### config.mk
export PLATFORM = sky130hd
export DESIGN_NAME = nibble_serial_adder
export DESIGN_NICKNAME = d
export VERILOG_FILES = /design/src/rtl/nibble_serial_adder.sv
export SDC_FILE = /design/constraint.sdc
export NUM_CORES = 1
export LEC_CHECK = 0
export ABC_AREA = 0
export CAP_MARGIN = 20
export CORE_MARGIN = 5
export CORE_UTILIZATION = 54
export DETAILED_ROUTE_END_ITERATION = 6
export PLACE_DENSITY = 0.84
export SLEW_MARGIN = 10
export SYNTH_ARGS = -nofsm -noshare
export SYNTH_HDL_FRONTEND = slang
export SYNTH_SLANG_ARGS = --single-unit
### constraint.sdc
create_clock -name clk -period 5.7 [get_ports clk]
set_clock_uncertainty 0.15 [all_clocks]
set_input_delay 1.14 -clock clk [delete_from_list [all_inputs] [get_ports clk]]
set_output_delay 1.14 -clock clk [all_outputs]
set_load 0.03 [all_outputs]
### src/rtl/nibble_serial_adder.sv
// Digit-serial adder: adds two width_out-bit operands one width_in-bit digit per clock,
// LSB digit first, under a start/busy/done handshake with operands captured at start.
module nibble_serial_adder #(
  parameter int unsigned width_in  = 4,
  parameter int unsigned width_out = 16
) (
  input  logic                 clk,
  input  logic                 rst_p,
  input  logic                 start,
  input  logic [width_out-1:0] addA,
  input  logic [width_out-1:0] addB,
  output logic [width_out-1:0] sum,
  output logic                 cout,
  output logic                 ovf,
  output logic                 busy,
  output logic                 done
);

  localparam int unsigned NumDig = width_out / width_in;
  localparam int unsigned IdxW   = (NumDig > 1) ? $clog2(NumDig) : 1;
  localparam logic [IdxW-1:0] LastIdx = IdxW'(NumDig - 1);

  typedef enum logic [1:0] {StIdle, StAdd, StDone} state_e;

  state_e               state_q, state_d;
  logic [width_out-1:0] op_a_q, op_a_d;
  logic [width_out-1:0] op_b_q, op_b_d;
  logic [width_out-1:0] sum_q, sum_d;
  logic [IdxW-1:0]      idx_q, idx_d;
  logic                 carry_q, carry_d;
  logic                 cout_q, cout_d;
  logic                 ovf_q, ovf_d;

  logic [width_in-1:0]  a_dig, b_dig;
  logic [width_in:0]    t;
  int unsigned          base;

  always_comb begin
    base  = int'(idx_q) * width_in;
    a_dig = op_a_q[base +: width_in];
    b_dig = op_b_q[base +: width_in];
    t     = {1'b0, a_dig} + {1'b0, b_dig} + (width_in + 1)'(carry_q);
  end

  always_comb begin
    state_d = state_q;
    op_a_d  = op_a_q;
    op_b_d  = op_b_q;
    sum_d   = sum_q;
    idx_d   = idx_q;
    carry_d = carry_q;
    cout_d  = cout_q;
    ovf_d   = ovf_q;

    unique case (state_q)
      StIdle: begin
        if (start) begin
          op_a_d  = addA;
          op_b_d  = addB;
          carry_d = 1'b0;
          idx_d   = '0;
          state_d = StAdd;
        end
      end
      StAdd: begin
        sum_d[base +: width_in] = t[width_in-1:0];
        carry_d = t[width_in];
        if (idx_q == LastIdx) begin
          // Top digit: carry leaves via cout only, never wraps into digit 0.
          cout_d  = t[width_in];
          ovf_d   = (op_a_q[width_out-1] == op_b_q[width_out-1]) &&
                    (t[width_in-1] != op_a_q[width_out-1]);
          idx_d   = '0;
          state_d = StDone;
        end else begin
          idx_d = idx_q + IdxW'(1);
        end
      end
      StDone: begin
        state_d = StIdle;
      end
      default: begin
        state_d = StIdle;
      end
    endcase
  end

  always_ff @(posedge clk) begin
    if (rst_p) begin
      state_q <= StIdle;
      op_a_q  <= '0;
      op_b_q  <= '0;
      sum_q   <= '0;
      idx_q   <= '0;
      carry_q <= 1'b0;
      cout_q  <= 1'b0;
      ovf_q   <= 1'b0;
    end else begin
      state_q <= state_d;
      op_a_q  <= op_a_d;
      op_b_q  <= op_b_d;
      sum_q   <= sum_d;
      idx_q   <= idx_d;
      carry_q <= carry_d;
      cout_q  <= cout_d;
      ovf_q   <= ovf_d;
    end
  end

  assign sum  = sum_q;
  assign cout = cout_q;
  assign ovf  = ovf_q;
  assign busy = (state_q == StAdd) || (state_q == StDone);
  assign done = (state_q == StDone);

endmodule
After elaboration in Yosys (flattened, before gate mapping):

Cells that the tools add are included.

* bits in registers: 55
* input bits: 35
* logic and storage cells: 40

* $add $sub $neg: 4
* equality and inequality tests: 7
* shifts and indexed selects: 4
* multiplexer cells: 9
* reductions and logical operators: 8

Operators with widths (number)
* $neg A4 Y34: 1
* $shift A4 B34 Y16 const A: 1
* $shiftx A4 B34 Y16: 1
* $shiftx A16 B5 Y4: 2
* $bwmux W16: 1
* $mux W2: 4
* $pmux W2 S2: 2
* $reduce_and A2 Y1: 4
* $add A4 B4 Y5: 1
* $add A5 B1 Y5: 1
* $eq A2 B2 Y1 const B: 2
* $ne A2 B2 Y1 const B: 2
* $add A2 B1 Y2 const B: 1
* $eq A2 B1 Y1 const B: 1
* $logic_not A2 Y1: 1
* $pmux W1 S2: 1
* $reduce_bool A2 Y1: 1
* $eq A1 B1 Y1: 1
* $logic_and A1 B1 Y1: 1
* $logic_or A1 B1 Y1: 1
* $mux W1: 1
* $ne A1 B1 Y1: 1

Depth between registers and ports, before layout:

Gate-level depths: netlist of the first run.

* word-level depth: 5
* depth in mapped cells: 8
* gate-level depth less buffers: 7

Worst setup path after synthesis of the first run:

No wires, ideal clock.

* path type: flip-flop to flip-flop
* from: reg idx_q[0]
* to: reg carry_q
* arrival: 2.381 ns
* data required time: 5.418 ns
* setup slack: 3.037 ns
* stages on the path, launching flop included: 9
* path buffers: 1
* path through: dfxtp_1 -> buf_6 -> mux4_1 -> fa_1 -> fa_1 -> a21oi_1 -> nor2b_1 -> o221ai_1 -> a21oi_1

* cells in the longest elaborated chain, start to end: 4

Ends and longest elaborated chain
* from (decl): line 29 `logic [IdxW-1:0] idx_q, idx_d;`
* from (signal assigned): line 103 `idx_q <= idx_d;`
* $shiftx A16 B5 Y4 (on tied branches): line 40, 41
* $add A4 B4 Y5 *: line 42 `t = {1'b0, a_dig} + {1'b0, b_dig} + (width_in + 1)'(carry_q);`
* $add A5 B1 Y5 *: line 42
* $pmux W1 S2 *: line 55 `unique case (state_q)`
* to (signal assigned): line 104 `carry_q <= carry_d;`
* to (decl): line 30 `logic carry_q, carry_d;`

Mark *: on every way between the ends. The rest lies on a longest branch, timed or not.
A chain may end at the register's enable or synchronous reset.

Worst setup path after layout of the first run:

Ends and elaborated chain as after synthesis.

==> metrics.md, run 1 <==
| Metric | Value |
|---|---|
| Grt ovf | `0` |
| Max cap viols | `0` |
| Fmax | `319 MHz` |
| Crit end category | `flip-flop` |
| Placement Rows | `25` |
| DR pass1 iterations | `4` |
| Most common cell after layout, fill and taps aside | `nand2_1` |
| Slew Viols, Final | `0` |
| Clk buf depth | `2` |
| Core Util, Final | `68.5%` |
| Fin nets | `377` |
| Die Ht | `79.0 um` |
| Setup TNS Final | `0 ns` |
| Highest-count cells in the layout ignoring fill and taps | `nand2_1 (77), dfxtp_1 (55), clkdlybuf4s50_1 (54)` |
| WL met1 | `2330 um` |
| DR WL met3 | `262 um` |
| Number of vias per cell | `5.59` |
| Routed len/inst | `14.0 um` |
| Dpl hpwl | `3950 um` |
| Layout cells sized above 1 | `3.95%` |
| Layout area overhead | `24.4%` |
| Synthesized area | `2570 um^2` |
| Port bufs | `54` |
| H-Tree Depth | `2` |
| Simple logic cell fraction of the synthesized area | `19.5%` |
| Vias | `2142` |
| Largest net degree at the start of global routing | `39` |
| Peak supply drop | `0.000188 V` |
| DRT antenna net count | `0` |
| Register area share after synthesis | `42.9%` |
| CP Launch Type | `flip-flop` |
| Main combinational cell family by area after synthesis | `simple AND/OR/NAND/NOR gates` |
| Worst rel slew slack | `32.5%` |
| Clk_lat worst skew | `0.30 ns` |
| Final Non-Filler Cells | `383` |
| Core area | `4660 um^2` |
| Crit Path Max Fanout | `14` |
| Crit share post-route | `55.0%` |
| Worst setup path class | `reg2reg` |
| Crit-path max cell delay | `0.77 ns` |
| Critical Path RT | `5.71 ns` |
| Vias in the first global route | `1984` |
| Post-CTS Hold Fix Bufs | `0` |
| Syn Nets | `332` |
| Status | `complete, no violations` |
| Worst-Margin Slew | `1.01 ns` |
| Adder-cell share of the synthesized area | `7.40%` |
| Worst path slowest cell | `dfxtp_1` |
| Tmin final | `3.14 ns` |
| TritonCTS clock tree | `done` |
| RSZ-0062 raised after global routing | `no` |
| Data arrival time of the worst path | `3.15 ns` |
| Worst path cell trace | `mux4_1 -> fa_1 -> fa_1 -> a21oi_1 -> nor2b_1 -> o221ai_1 -> a21oi_1` |
| Die width | `79.0 um` |
| Multiplexer share of the synthesized area | `9.35%` |
| Starting density of the core | `55.1%` |
| TritonCTS Sinks | `55` |
| Root buf cell | `clkbuf_8` |
| Gate Count Post-Synth | `283` |
| Pwr/cell area | `243 nW/um^2` |
| Gr usage total | `17.9%` |
| DIE AREA | `6240 um^2` |
| CTS buffer count | `5` |
| Synth unique cells | `39` |
| Placer Congestion | `0.823` |
| Yosys warns | `0` |
| Flops & latches, synth | `55` |
| Top Metal Used | `met4` |
| Final Hold Viols | `0` |
| N_diodes | `0` |
| Setup Buffers After CTS | `0` |
| Clock transition at path regs | `0.09 ns` |
| Compound-Gate Fraction of Synth Area | `15.7%` |
| First-pass GRT wire length | `9050 um` |
| XOR/XNOR share of the synthesized area | `0.682%` |
| Initial antenna violation count | `0` |
| Setup violators final | `0` |
| Drt total wl | `5340 um` |
| Worst Hold Class | `reg2reg` |
| DR DRC count | `0` |
| Post-CTS sizing | `0` |
| Io pins | `55` |
| WL met2 | `2640 um` |
| Leak | `1.25 nW` |
| Placed insts | `375` |
| Avg Synthesized Cell Area | `9.08 um^2` |
| Initial drt markers | `105` |
==> worst max-delay path, delay by kind of cell (launching register included) <==
family	cells	cell delay, ns
adders and majority gates	2	0.86
DFF	1	0.77
muxes	1	0.67
AOI/OAI and AO/OA	3	0.45
and+or+nand+nor	1	0.09
==> final timing paths <==
kind / startpoint / to / slack (ns) / cells past startpoint
max: idx_q[0] / carry_q / 2.56 / 7
min: op_a_q[5] / op_a_q[5] / 0.31 / 2
max reg2reg: idx_q[0] / carry_q / 2.56 / 7
min reg2reg: op_a_q[5] / op_a_q[5] / 0.31 / 2
==> routing by layer <==
metal,track usage [%],vias up
met5,0,-
met4,5.67,0
met3,4.08,13
met2,31.1,60
met1,21.8,996
li1,-,1073
==> power by group <==
group	internal [W]	total, W	switching (W)
logic	0.0000608	0.000132	0.0000713
registers	0.000402	0.000416	0.0000135
clock network	0.000111	0.000227	0.000116
total	0.000574	0.000776	0.000201
==> metrics by stage <==
| step | instance area (um^2) | setup slack (ns) | hold slack, ns | power (W) |
|---|---|---|---|---|
| finish | 3190 | 2.56 | 0.307 | 0.000776 |
| CTS | 3190 | 2.56 | 0.308 | 0.000782 |
| floorplan | 2570 | 3.04 | 0.282 | 0.000513 |
| global placement | 3090 | 2.53 | 0.288 | 0.000555 |
| detailed placement | 3090 | 2.52 | 0.296 | 0.000557 |
| global route | 3190 | 2.43 | 0.319 | 0.000815 |
==> area by class of cell <==
class                      instances  area [um^2]
timing repair buffer              55          548
inverter                           7         26.3
clock buffer                       8          100
sequential                        55         1100
tap                               54         67.6
multi-input combinational        204         1350
fill                             376         1470
==> flip-flops by register name, summed over array words and instances, names as in the netlist <==
register  count
ovf           1
cout          1
op_b_q       16
carry_q       1
sum          16
idx_q         2
state_q       2
op_a_q       16
==> cells by family after synthesis <==
| family | Yosys count |
|---|---|
| AND/OR/NAND/NOR | 110 |
| XOR/XNOR | 2 |
| adder cells (fa/ha/maj) | 14 |
| AO/OA/AOI/OAI | 67 |
| buffers and inverters | 24 |
| multiplexers | 11 |
| flip-flops | 55 |
==> synthesized netlist by cell type, drive strengths merged <==
cell type,instances,area [um^2]
a222oi,1,10.0
nand2,77,289
xor2,2,17.5
or3b,1,8.76
and4b,2,20.0
a22oi,12,90.1
fa,2,40.0
o221ai,1,8.76
nand4,1,6.26
nor2,16,60.1
nor4,2,33.8
mux2i,3,30.0
inv,7,26.3
nand3,4,20.0
nor4b,1,23.8
a21oi,40,211
ha,12,150
nand2b,1,6.26
a32oi,1,8.76
a21o,1,7.51
o31ai,1,7.51
and2b,1,7.51
o2111ai,1,8.76
or3,1,6.26
o21bai,1,7.51
a211oi,1,7.51
mux4,8,210
buf,8,56.3
dfxtp,55,1100
o21ai,7,35.0
and2,1,6.26
nor2b,2,12.5
clkbuf,9,33.8
Note: power is estimated with default switching activity, not from simulation.
==> inputs of run 2 (changes only) <==
--- a/config.mk
+++ b/config.mk
@@ -8,9 +8,9 @@
 export ABC_AREA = 0
 export CAP_MARGIN = 20
 export CORE_MARGIN = 5
-export CORE_UTILIZATION = 54
+export CORE_UTILIZATION = 50
 export DETAILED_ROUTE_END_ITERATION = 6
-export PLACE_DENSITY = 0.84
+export PLACE_DENSITY = 0.79
 export SLEW_MARGIN = 10
 export SYNTH_ARGS = -nofsm -noshare
 export SYNTH_HDL_FRONTEND = slang
==> constraint.sdc (replaced) <==
create_clock -name clk -period 3 [get_ports clk]
set_clock_uncertainty 0.15 [all_clocks]
set_input_delay 0.6 -clock clk [delete_from_list [all_inputs] [get_ports clk]]
set_output_delay 0.6 -clock clk [all_outputs]
set_load 0.03 [all_outputs]
==> run 2 against run 1 <==
Effect of this change: sequential power is 89% higher; die area is 7.0% higher; first-iteration DRC count is 14% higher; via count is 1.2% lower; final area is 1.5% higher; critical path depth stayed put; utilization is 4.2 points lower; routed wire length is 2.4% higher; sequential share of layout area is 0.51 points lower; critical path type unchanged; critical endpoint is now sum[3].
==> metrics.md, run 2 (synthesis results as in run 1) <==
| Metric | Value |
|---|---|
| Status | `complete, no violations (unchanged)` |
| Dpl hpwl | `4220 um (was 3950 um)` |
| Gr usage total | `17.7% (was 17.9%)` |
| DIE AREA | `6670 um^2 (was 6240 um^2)` |
| Peak supply drop | `0.000190 V (was 0.000188 V)` |
| TritonCTS Sinks | `55 (unchanged)` |
| Setup TNS Final | `0 ns (unchanged)` |
| Routed len/inst | `13.5 um (was 14.0 um)` |
| Initial drt markers | `120 (was 105)` |
| Setup Buffers After CTS | `0 (unchanged)` |
| Clk buf depth | `2 (unchanged)` |
| Worst rel slew slack | `66.1% (was 32.5%)` |
| CP Launch Type | `flip-flop (unchanged)` |
| Placed inst area | `3150 um^2 (was 3090 um^2)` |
| Dpl ws | `0.251 ns (was 2.52 ns)` |
| Number of vias per cell | `5.24 (was 5.59)` |
| Hold path depth | `2 (unchanged)` |
| DR DRC count | `0 (unchanged)` |
| Final Non-Filler Cells | `404 (was 383)` |
| Sequential Area | `1100 um^2 (unchanged)` |
| Most common cell after layout, fill and taps aside | `nand2_1 (unchanged)` |
| First-pass GRT wire length | `9270 um (was 9050 um)` |
| Placer Congestion | `0.826 (was 0.823)` |
| Worst-Margin Slew | `0.509 ns (was 1.01 ns)` |
| Slew Viols, Final | `0 (unchanged)` |
| Critical Path RT | `3.03 ns (was 5.71 ns)` |
| Tmin final | `2.73 ns (was 3.14 ns)` |
| H-Tree Depth | `2 (unchanged)` |
| Worst setup path class | `reg2reg (unchanged)` |
| Fin area | `3240 um^2 (was 3190 um^2)` |
| Fmax | `366 MHz (was 319 MHz)` |
| CTS buffer count | `5 (unchanged)` |
| Placed insts | `396 (was 375)` |
| Net Switching | `0.000392 W (was 0.000201 W)` |
| Vias | `2116 (was 2142)` |
| Clk_lat worst skew | `0.30 ns (about the same)` |
| Starting density of the core | `50.9% (was 55.1%)` |
| N_diodes | `0 (unchanged)` |
| Worst setup margin | `0.270 ns (was 2.56 ns)` |
| RSZ-0062 raised after global routing | `no (unchanged)` |
| Crit end category | `flip-flop (unchanged)` |
| Largest net degree at the start of global routing | `38 (was 39)` |
| Switching share of power | `26.7% (was 26.0%)` |
| Vias in the first global route | `2012 (was 1984)` |
| Filler cell count | `433 (was 376)` |
| Area taken by multi-input logic gates | `1350 um^2 (unchanged)` |
| Fin nets | `382 (was 377)` |
| Clock transition at path regs | `0.09 ns (about the same)` |
| Post-CTS sizing | `0 (unchanged)` |
| Int Pwr | `0.00107 W (was 0.000574 W)` |
| DRT antenna net count | `0 (unchanged)` |
| Sequential share of power | `53.6% (about the same)` |
| Drt total wl | `5470 um (was 5340 um)` |
| TritonCTS clock tree | `done (unchanged)` |
| Highest-count cells in the layout ignoring fill and taps | `nand2_1 (77), dfxtp_1 (55), clkdlybuf4s50_1 (53) (was nand2_1 (77), dfxtp_1 (55), clkdlybuf4s50_1 (54))` |
| Layout cells sized above 1 | `5.69% (was 3.95%)` |
| Grt ovf | `0 (unchanged)` |
| Clk pwr share | `28.5% (was 29.3%)` |
| Setup violators final | `0 (unchanged)` |
| Die Ht | `81.7 um (was 79.0 um)` |
| Root buf cell | `clkbuf_8 (unchanged)` |
| Reg2reg path depth | `7 (unchanged)` |
| Post-CTS Hold Fix Bufs | `0 (unchanged)` |
| Crit share post-route | `91.0% (was 55.0%)` |
| Leak | `1.27 nW (was 1.25 nW)` |
| Pwr/cell area | `453 nW/um^2 (was 243 nW/um^2)` |
| Placement Rows | `26 (was 25)` |
| Die width | `81.7 um (was 79.0 um)` |
| DR pass1 iterations | `5 (was 4)` |
| Worst Hold Class | `reg2reg (unchanged)` |
| Max cap viols | `0 (unchanged)` |
| Total Power | `0.00147 W (was 0.000776 W)` |
| Data arrival time of the worst path | `2.76 ns (was 3.15 ns)` |
| Io pins | `55 (unchanged)` |
| Layout area overhead | `26.2% (was 24.4%)` |
| Core area | `5040 um^2 (was 4660 um^2)` |
| Initial antenna violation count | `0 (unchanged)` |
| Crit Path Max Fanout | `6 (was 14)` |
| Combinational share of power | `17.9% (was 17.0%)` |
| Final Hold Viols | `0 (unchanged)` |
| Port bufs | `54 (unchanged)` |
## run 2: cell types whose count changed in the layout (fill, tap and decap cells not counted), sizes merged
cell and delta:
clkinv +1, clkdlybuf4s50 -1, buf +6, clkbuf -1
## run 2: power groups by stage
stage                     clock network (W)  logic [W]  registers [W]
after global routing               0.000459   0.000293       0.000793
after global placement                    0   0.000256       0.000803
after detailed placement                  0   0.000262       0.000805
final                              0.000418   0.000262       0.000787
after CTS                          0.000423   0.000264       0.000788
after floorplan                           0   0.000173       0.000801
## run 2: metal layers
| metal | global-route usage (%) | routed length (um) | part of all wire [%] | up-vias |
|---|---|---|---|---|
| met5 | 0 | 0 | 0 | - |
| met4 | 4.82 | 91 | 1.7 | 0 |
| met3 | 3.62 | 273 | 5.0 | 10 |
| met2 | 32.2 | 2790 | 51 | 56 |
| met1 | 21.0 | 2320 | 42 | 971 |
| li1 | - | - | - | 1079 |
## run 2: path summary, 6_finish.rpt
kind	slack (ns)	to	start
worst min register to register	0.31	sum[15]	sum[15]
worst max register to register	0.27	sum[3]	idx_q[0]
worst max-delay path	0.27	sum[3]	idx_q[0]
worst min-delay path	0.31	sum[15]	sum[15]
## run 2: through the flow
stage,hold slack [ns],util (%)
5_1_grt,0.327,64.3
2_1_floorplan,0.282,-
3_5_place_dp,0.294,62.4
4_1_cts,0.307,64.3
3_3_place_gp,0.291,62.4
6_report,0.306,64.3
## run 2: area by class of cell
class	instances	area share, %
Sequential cell	55	34.0
Timing Repair Buffer	60	17.9
Tap cell	70	2.70
Inverter	7	0.810
Multi-Input combinational cell	204	41.7
Clock inverter	1	0.270
Clock buffer	7	2.66
## run 2: worst max-delay path: stages (launching register included)
cell     delay [ns]
dfxtp_1        0.45
buf_4          0.20
mux4_1         0.63
ha_1           0.31
a21o_1         0.19
a21oi_4        0.20
xor2_1         0.34
o21ai_0        0.14
